## src/rtl/tile_addr_gen_pkg.sv

```systemverilog
// Shared definitions for the tile address generator and its nested counter.
// Holds the FSM state encoding and the default loop extents.
// The counter instance must be built with the same N*_MAX values as the generator.
package tile_addr_gen_pkg;

    typedef enum logic [2:0] {
        ST_IDLE,
        ST_CLEAN,
        ST_PRIME,
        ST_RUN,
        ST_DRAIN
    } state_t;

    localparam int N0_MAX_DEF = 4;
    localparam int N1_MAX_DEF = 2;
    localparam int N2_MAX_DEF = 2;
    localparam int N3_MAX_DEF = 3;

endpackage

```

## src/rtl/tile_addr_gen_if.sv

```systemverilog
// Address stream toward the tile buffer read port.
// Latency: n/a (wiring only).
// Backpressure: addr/addr_valid/addr_last held by the master while addr_valid & ~addr_ready.
// Ports: addr (AW), addr_valid, addr_last from master; addr_ready from slave.
interface tile_addr_gen_if #(
    parameter int AW = 32
);
    logic [AW-1:0] addr;
    logic          addr_valid;
    logic          addr_ready;
    logic          addr_last;

    modport master (output addr, output addr_valid, output addr_last, input addr_ready);
    modport slave  (input addr, input addr_valid, input addr_last, output addr_ready);
endinterface

```

## src/rtl/tile_addr_gen_addr_pipe2.sv

```systemverilog
// Two-stage multiply-add pipeline turning an index tuple into a linear address.
// Latency: capture edge loads s1, next moving edge loads s2 (addr_valid).
// Backpressure: both stages move only when adv = ~s2_valid | addr_ready.
// Ports: clk, rst; capture/last_in + cnt0..3 + base/strides in; addr_ready in;
//        adv, addr, addr_valid, addr_last out.
module addr_pipe2 #(
    parameter int CW = 16,
    parameter int AW = 32
) (
    input  logic          clk,
    input  logic          rst,
    input  logic          capture,
    input  logic          last_in,
    input  logic [CW-1:0] cnt0,
    input  logic [CW-1:0] cnt1,
    input  logic [CW-1:0] cnt2,
    input  logic [CW-1:0] cnt3,
    input  logic [AW-1:0] base,
    input  logic [AW-1:0] stride1,
    input  logic [AW-1:0] stride2,
    input  logic [AW-1:0] stride3,
    input  logic          addr_ready,
    output logic          adv,
    output logic [AW-1:0] addr,
    output logic          addr_valid,
    output logic          addr_last
);

    logic          s1_valid;
    logic          s1_last;
    logic [AW-1:0] p_hi;
    logic [AW-1:0] p_lo;
    logic [AW-1:0] p_hi_n;
    logic [AW-1:0] p_lo_n;

    assign adv = ~addr_valid | addr_ready;

    // Split the sum so each stage carries at most two products.
    always_comb begin
        p_hi_n = AW'(cnt3) * stride3 + AW'(cnt2) * stride2;
        p_lo_n = base + AW'(cnt1) * stride1 + AW'(cnt0);
    end

    always_ff @(posedge clk) begin
        if (rst) begin
            s1_valid   <= 1'b0;
            s1_last    <= 1'b0;
            p_hi       <= '0;
            p_lo       <= '0;
            addr       <= '0;
            addr_valid <= 1'b0;
            addr_last  <= 1'b0;
        end else if (adv) begin
            s1_valid <= capture;
            if (capture) begin
                p_hi    <= p_hi_n;
                p_lo    <= p_lo_n;
                s1_last <= last_in;
            end
            addr_valid <= s1_valid;
            // last must fall with valid once the final address has left.
            addr_last  <= s1_valid & s1_last;
            if (s1_valid) begin
                addr <= p_hi + p_lo;
            end
        end
    end

endmodule

```

## src/rtl/tile_addr_gen.sv

```systemverilog
// Read-address generator driving an external 4-level nested counter.
// Latency: first addr_valid 4 edges after the edge sampling start, then one address per clock.
// Backpressure: addr_ready low freezes the pipe and withholds cnt_ena, so the tuple is held.
// Ports: clk, rst, start, base_addr, stride1..3, cnt0..3 in; cnt_ena, cnt_clean, busy, done out;
//        aif (master) carries addr/addr_valid/addr_last/addr_ready.
module tile_addr_gen
    import tile_addr_gen_pkg::*;
#(
    parameter int CW     = 16,
    parameter int AW     = 32,
    parameter int N0_MAX = N0_MAX_DEF,
    parameter int N1_MAX = N1_MAX_DEF,
    parameter int N2_MAX = N2_MAX_DEF,
    parameter int N3_MAX = N3_MAX_DEF
) (
    input  logic                clk,
    input  logic                rst,
    input  logic                start,
    input  logic [AW-1:0]       base_addr,
    input  logic [AW-1:0]       stride1,
    input  logic [AW-1:0]       stride2,
    input  logic [AW-1:0]       stride3,
    input  logic [CW-1:0]       cnt0,
    input  logic [CW-1:0]       cnt1,
    input  logic [CW-1:0]       cnt2,
    input  logic [CW-1:0]       cnt3,
    output logic                cnt_ena,
    output logic                cnt_clean,
    output logic                busy,
    output logic                done,
    tile_addr_gen_if.master     aif
);

    state_t        state;
    state_t        state_n;
    logic [AW-1:0] base_q;
    logic [AW-1:0] s1_q;
    logic [AW-1:0] s2_q;
    logic [AW-1:0] s3_q;
    logic          adv;
    logic          capture;
    logic          is_last;
    logic          fin_hs;

    assign is_last = (cnt0 == CW'(N0_MAX - 1)) && (cnt1 == CW'(N1_MAX - 1)) &&
                     (cnt2 == CW'(N2_MAX - 1)) && (cnt3 == CW'(N3_MAX - 1));
    assign fin_hs  = aif.addr_valid & aif.addr_ready & aif.addr_last;

    always_ff @(posedge clk) begin
        if (rst) begin
            state  <= ST_IDLE;
            busy   <= 1'b0;
            done   <= 1'b0;
            base_q <= '0;
            s1_q   <= '0;
            s2_q   <= '0;
            s3_q   <= '0;
        end else begin
            state <= state_n;
            done  <= (state == ST_DRAIN) && fin_hs;
            if (state == ST_IDLE && start) begin
                busy   <= 1'b1;
                base_q <= base_addr;
                s1_q   <= stride1;
                s2_q   <= stride2;
                s3_q   <= stride3;
            end else if (state == ST_DRAIN && fin_hs) begin
                busy <= 1'b0;
            end
        end
    end

    // In RUN the counter advance is tied combinationally to the pipe moving,
    // so a tuple is consumed exactly when it is captured.
    always_comb begin
        state_n   = state;
        cnt_ena   = 1'b0;
        cnt_clean = 1'b0;
        capture   = 1'b0;
        unique case (state)
            ST_IDLE:  if (start) state_n = ST_CLEAN;
            ST_CLEAN: begin
                cnt_clean = 1'b1;
                state_n   = ST_PRIME;
            end
            ST_PRIME: begin
                cnt_ena = 1'b1;
                state_n = ST_RUN;
            end
            ST_RUN: begin
                if (adv) begin
                    capture = 1'b1;
                    if (is_last) state_n = ST_DRAIN;
                    else         cnt_ena = 1'b1;
                end
            end
            ST_DRAIN: if (fin_hs) state_n = ST_IDLE;
            default:  state_n = ST_IDLE;
        endcase
    end

    addr_pipe2 #(.CW(CW), .AW(AW)) u_pipe (
        .clk        (clk),
        .rst        (rst),
        .capture    (capture),
        .last_in    (is_last),
        .cnt0       (cnt0),
        .cnt1       (cnt1),
        .cnt2       (cnt2),
        .cnt3       (cnt3),
        .base       (base_q),
        .stride1    (s1_q),
        .stride2    (s2_q),
        .stride3    (s3_q),
        .addr_ready (aif.addr_ready),
        .adv        (adv),
        .addr       (aif.addr),
        .addr_valid (aif.addr_valid),
        .addr_last  (aif.addr_last)
    );

endmodule

```

## src/flat_wrapper.sv

```systemverilog
// flat-port wrapper written by rule: the top's interface ports become plain ports
module tile_addr_gen_flat import tile_addr_gen_pkg::*;
#(
    parameter int CW     = 16,
    parameter int AW     = 32,
    parameter int N0_MAX = N0_MAX_DEF,
    parameter int N1_MAX = N1_MAX_DEF,
    parameter int N2_MAX = N2_MAX_DEF,
    parameter int N3_MAX = N3_MAX_DEF
)
  (clk, rst, start, base_addr, stride1, stride2, stride3, cnt0, cnt1, cnt2, cnt3, cnt_ena, cnt_clean, busy, done, aif_addr, aif_addr_valid, aif_addr_last, aif_addr_ready);
  tile_addr_gen_if #(.AW(AW)) aif_i ();
  input  logic clk;
  input  logic rst;
  input  logic start;
  input  logic [AW-1:0] base_addr;
  input  logic [AW-1:0] stride1;
  input  logic [AW-1:0] stride2;
  input  logic [AW-1:0] stride3;
  input  logic [CW-1:0] cnt0;
  input  logic [CW-1:0] cnt1;
  input  logic [CW-1:0] cnt2;
  input  logic [CW-1:0] cnt3;
  output logic cnt_ena;
  output logic cnt_clean;
  output logic busy;
  output logic done;
  output wire logic [$bits(aif_i.addr)-1:0] aif_addr;
  output wire logic [$bits(aif_i.addr_valid)-1:0] aif_addr_valid;
  output wire logic [$bits(aif_i.addr_last)-1:0] aif_addr_last;
  input wire logic [$bits(aif_i.addr_ready)-1:0] aif_addr_ready;
  assign aif_addr = aif_i.addr;
  assign aif_addr_valid = aif_i.addr_valid;
  assign aif_addr_last = aif_i.addr_last;
  assign aif_i.addr_ready = aif_addr_ready;
  tile_addr_gen #(.CW(CW), .AW(AW), .N0_MAX(N0_MAX), .N1_MAX(N1_MAX), .N2_MAX(N2_MAX), .N3_MAX(N3_MAX)) u_core (.clk(clk), .rst(rst), .start(start), .base_addr(base_addr), .stride1(stride1), .stride2(stride2), .stride3(stride3), .cnt0(cnt0), .cnt1(cnt1), .cnt2(cnt2), .cnt3(cnt3), .cnt_ena(cnt_ena), .cnt_clean(cnt_clean), .busy(busy), .done(done), .aif(aif_i));
endmodule
```

## config.mk

```make
export PLATFORM = sky130hd
export DESIGN_NAME = tile_addr_gen_flat
export DESIGN_NICKNAME = d
export VERILOG_FILES = /design/src/rtl/tile_addr_gen_pkg.sv /design/src/rtl/tile_addr_gen_if.sv /design/src/rtl/tile_addr_gen_addr_pipe2.sv /design/src/rtl/tile_addr_gen.sv /design/src/flat_wrapper.sv
export SDC_FILE = /design/constraint.sdc
export NUM_CORES = 2
export LEC_CHECK = 0
export ABC_AREA = 1
export BUFFER_PORTS_ARGS = -buffer_cell sky130_fd_sc_hd__clkbuf_2
export CELL_PAD_IN_SITES_DETAIL_PLACEMENT = 1
export CELL_PAD_IN_SITES_GLOBAL_PLACEMENT = 1
export CORE_MARGIN = 4
export CORE_UTILIZATION = 52
export DETAILED_ROUTE_END_ITERATION = 8
export MAX_ROUTING_LAYER = met4
export PLACE_DENSITY_LB_ADDON = 0.1
export SYNTH_ARGS = -nofsm -noshare
export SYNTH_HDL_FRONTEND = slang
export SYNTH_SLANG_ARGS = --single-unit
```

## constraint.sdc

```tcl
create_clock -name clk -period 21.2 [get_ports clk]
set_input_delay 2.12 -clock clk [delete_from_list [all_inputs] [get_ports clk]]
set_output_delay 2.12 -clock clk [all_outputs]
set_load 0.02 [all_outputs]
```

==> impl_metrics.ini <==
[timing]
finalHoldViolCount = 0
tns_ns = 0
period_needed_ns = 8.98
worst_pin_slew_ns = 1.19
rsz0062_at_grt = false
fmax_mhz = 111
setup_viol = 0
relSlewSlack_pct = 20.1
skew_ns = 0.0281
post-route-period-util_pct = 42.4
slew_violations = 0

[yosys]
synth_top_area_share_pct = 42.9
syn_nets = 7629
synth_edf_count = 0
synthAdderAreaFrac_pct = 48.7
ys_types = 52
seq_area_frac_synth_pct = 9.86
yosys.area_share.xor_xnor_pct = 1.74
synth-compound-area-share_pct = 6.77
syn-mean-instance-area_um2 = 7.63
yosys_warnings = 0
synth-seq-cells = 233
syn_inst = 6199
synth_ff_type = dfxtp_1
synth_top_area_cell = fa_1
synth_simple_gate_area_share_pct = 15.6
syn_area_um2 = 47300
synthArstFlopShare_pct = 0
yosys-top-cells-area = fa_1 43%, inv_1 15%, nand2_1 12%, dfxtp_1 9.9%, ha_1 5.8%
synthMuxAreaShare_pct = 0
synth_top_family_by_area = adder cells

[cts]
clk-insertion-delay-late_ns = 0.59
clockBufferDepth = 3
cts_num_sinks = 233
cts_hold_buffers = 0
numCtsBuffers = 34
clkSlewWorstSetupHoldPaths_ns = 0.06
cts_root_buf = clkbuf_16
cts_tree = done
post_cts_resized = 0
htreeDepth = 2
post_cts_buffers = 0

[min_path]
min_from = u_core.base_q[16]
min_path_type = reg2reg

[run]
cap_violations = 0

[critical_path]
cp-startpoint = cnt3[8]
cp.required_ns = 21.69
crit_fanout = 26
cp-end-kind = register
critPathKind = in2reg
cpMostUsedCell = fa_1
critPathLaunchType = input pin
arrival_ns = 9.47
slowest_stage = fa_1
crit_chain = clkbuf_2 > nand2_1 > fa_1 > fa_1 > inv_1 > fa_1 > inv_1 > fa_1 > inv_1 > fa_1 > fa_1 > fa_1 > fa_1 > ha_1 > nand2_1 > nor4_1 > nand3_1 > nand3_1 > a21o_1 > inv_1 > nand2_1 > nand3_1 > nand2_1 > inv_1
rr_startpoint = u_core.s3_q[14]
slowest_delay_ns = 0.62

[global_routing]
grt_pass1_wl_um = 243000
grt_usage_pct = 34.0
first_global_vias = 44800
overflow = 0
grt_max_degree = 89
antenna_found_initial = 8

[drt]
ant_nets = 0
vias = 39200
drt_iter0_drc = 2491
drt_first_pass_iters = 8
drc = 0
wl_um = 152000
vias_per_cell = 5.31
detail_route.wl_per_cell_um = 20.7

[finish]
area_growth_pct = 5.78
fin_nets = 7594
final_common_cell = inv_1
mostFrequentLayoutCells = 1828 x inv_1, 1488 x nand2_1, 1014 x fa_1, 248 x o21ai_0, 239 x a21oi_1
final_layout_size_suffix_gt1_share_pct = 5.53

[floorplanning]
dieArea_um2 = 95900
start_util_pct = 52.5
core_area_um2 = 90100
die_h_um = 310
rows = 110
num_io_pins = 234
die_w_um = 310

[outcome]
status = completed

[place]
gp_congestion = 0.898
place_hpwl_um = 123000
port_buffers = 233
==> final cells by class <==
type / instances / area (um^2)
inverters: 1830 / 6870
flip-flops and latches: 233 / 4660
repair buffers: 265 / 1410
multi-input cells: 3800 / 34500
fillers: 11500 / 40100
well taps: 1176 / 1470
clock buffers: 42 / 901
clock inverters: 20 / 239
diodes: 8 / 20.0
==> state kept, by name, indices dropped and copies added, names as in the netlist, 3 cells and up <==
register and count:
u_core.state 3, u_core.u_pipe.p_lo 32, u_core.base_q 32, u_core.u_pipe.p_hi 32, u_core.u_pipe.addr 32, u_core.s1_q 32, u_core.s2_q 32, u_core.s3_q 32
==> logic make-up after synthesis <==
family          count (synthesis)
buf+inv                      2166
simple gates                 1884
fa+ha+maj                    1234
compound gates                588
flops                         233
xor+xnor                       94
==> stage by stage <==
| step | setup WS, ns | hold WS [ns] | util, % | area [um^2] | instances |
|---|---|---|---|---|---|
| finish | 12.22 | 0.454 | 55.5 | 50000 | 7374 |
| floorplan | 12.89 | 0.424 | - | 47300 | 6199 |
| global route | 11.95 | 0.474 | 55.5 | 50000 | 7374 |
| global placement | 11.91 | 0.441 | 54.2 | 48900 | 7304 |
| CTS | 12.41 | 0.453 | 55.5 | 50000 | 7366 |
| detailed placement | 11.81 | 0.444 | 54.2 | 48900 | 7304 |
==> path summary, 6_finish.rpt <==
check	end	depth (start not counted)	slack, ns
max	u_core.u_pipe.p_hi[31]	24	12.22
min	u_core.base_q[16]	2	0.45
max reg2reg	u_core.u_pipe.p_hi[31]	23	13.40
min reg2reg	u_core.base_q[16]	2	0.45
==> synth_stat cells (2+ instances only) <==
cell and instances:
inv_1 1829, nand2_1 1488, fa_1 1014, clkbuf_1 267
o21ai_0 248, a21oi_1 239, dfxtp_1 233, ha_1 220
nor2_1 216, nand3_1 110, xor2_1 57, xnor2_1 37
buf_1 33, buf_2 30, nor4_1 22, nand4_1 21
o211ai_1 16, a31oi_1 15, nor3_1 14, a21o_1 12
o21bai_1 9, o21ai_1 7, o221ai_1 7, o21a_1 6
a211oi_1 4, nand3b_1 4, o21ai_2 4, a21boi_0 3
a31o_2 3, clkbuf_2 3, o31ai_1 3, a21boi_1 2
a21oi_2 2, nand2_2 2, nand2b_1 2
==> critical path, delay by kind of cell <==
kind / cells / cell delay, ns
compound gates: 1 / 0.35
fa+ha+maj: 9 / 4.67
buf+inv: 6 / 0.90
simple gates: 8 / 1.42
==> metal layers <==
metal  part of all wire (%)  wire length (um)  GRT usage, %
met5                      0                 0             -
met4                    4.1              6280          12.5
met3                    6.3              9680          5.62
met2                     49             73900          56.6
met1                     41             62500          42.0
Power is not shown: default switching activity piles up to over one toggle a cycle in this logic, so the estimate is an artifact.
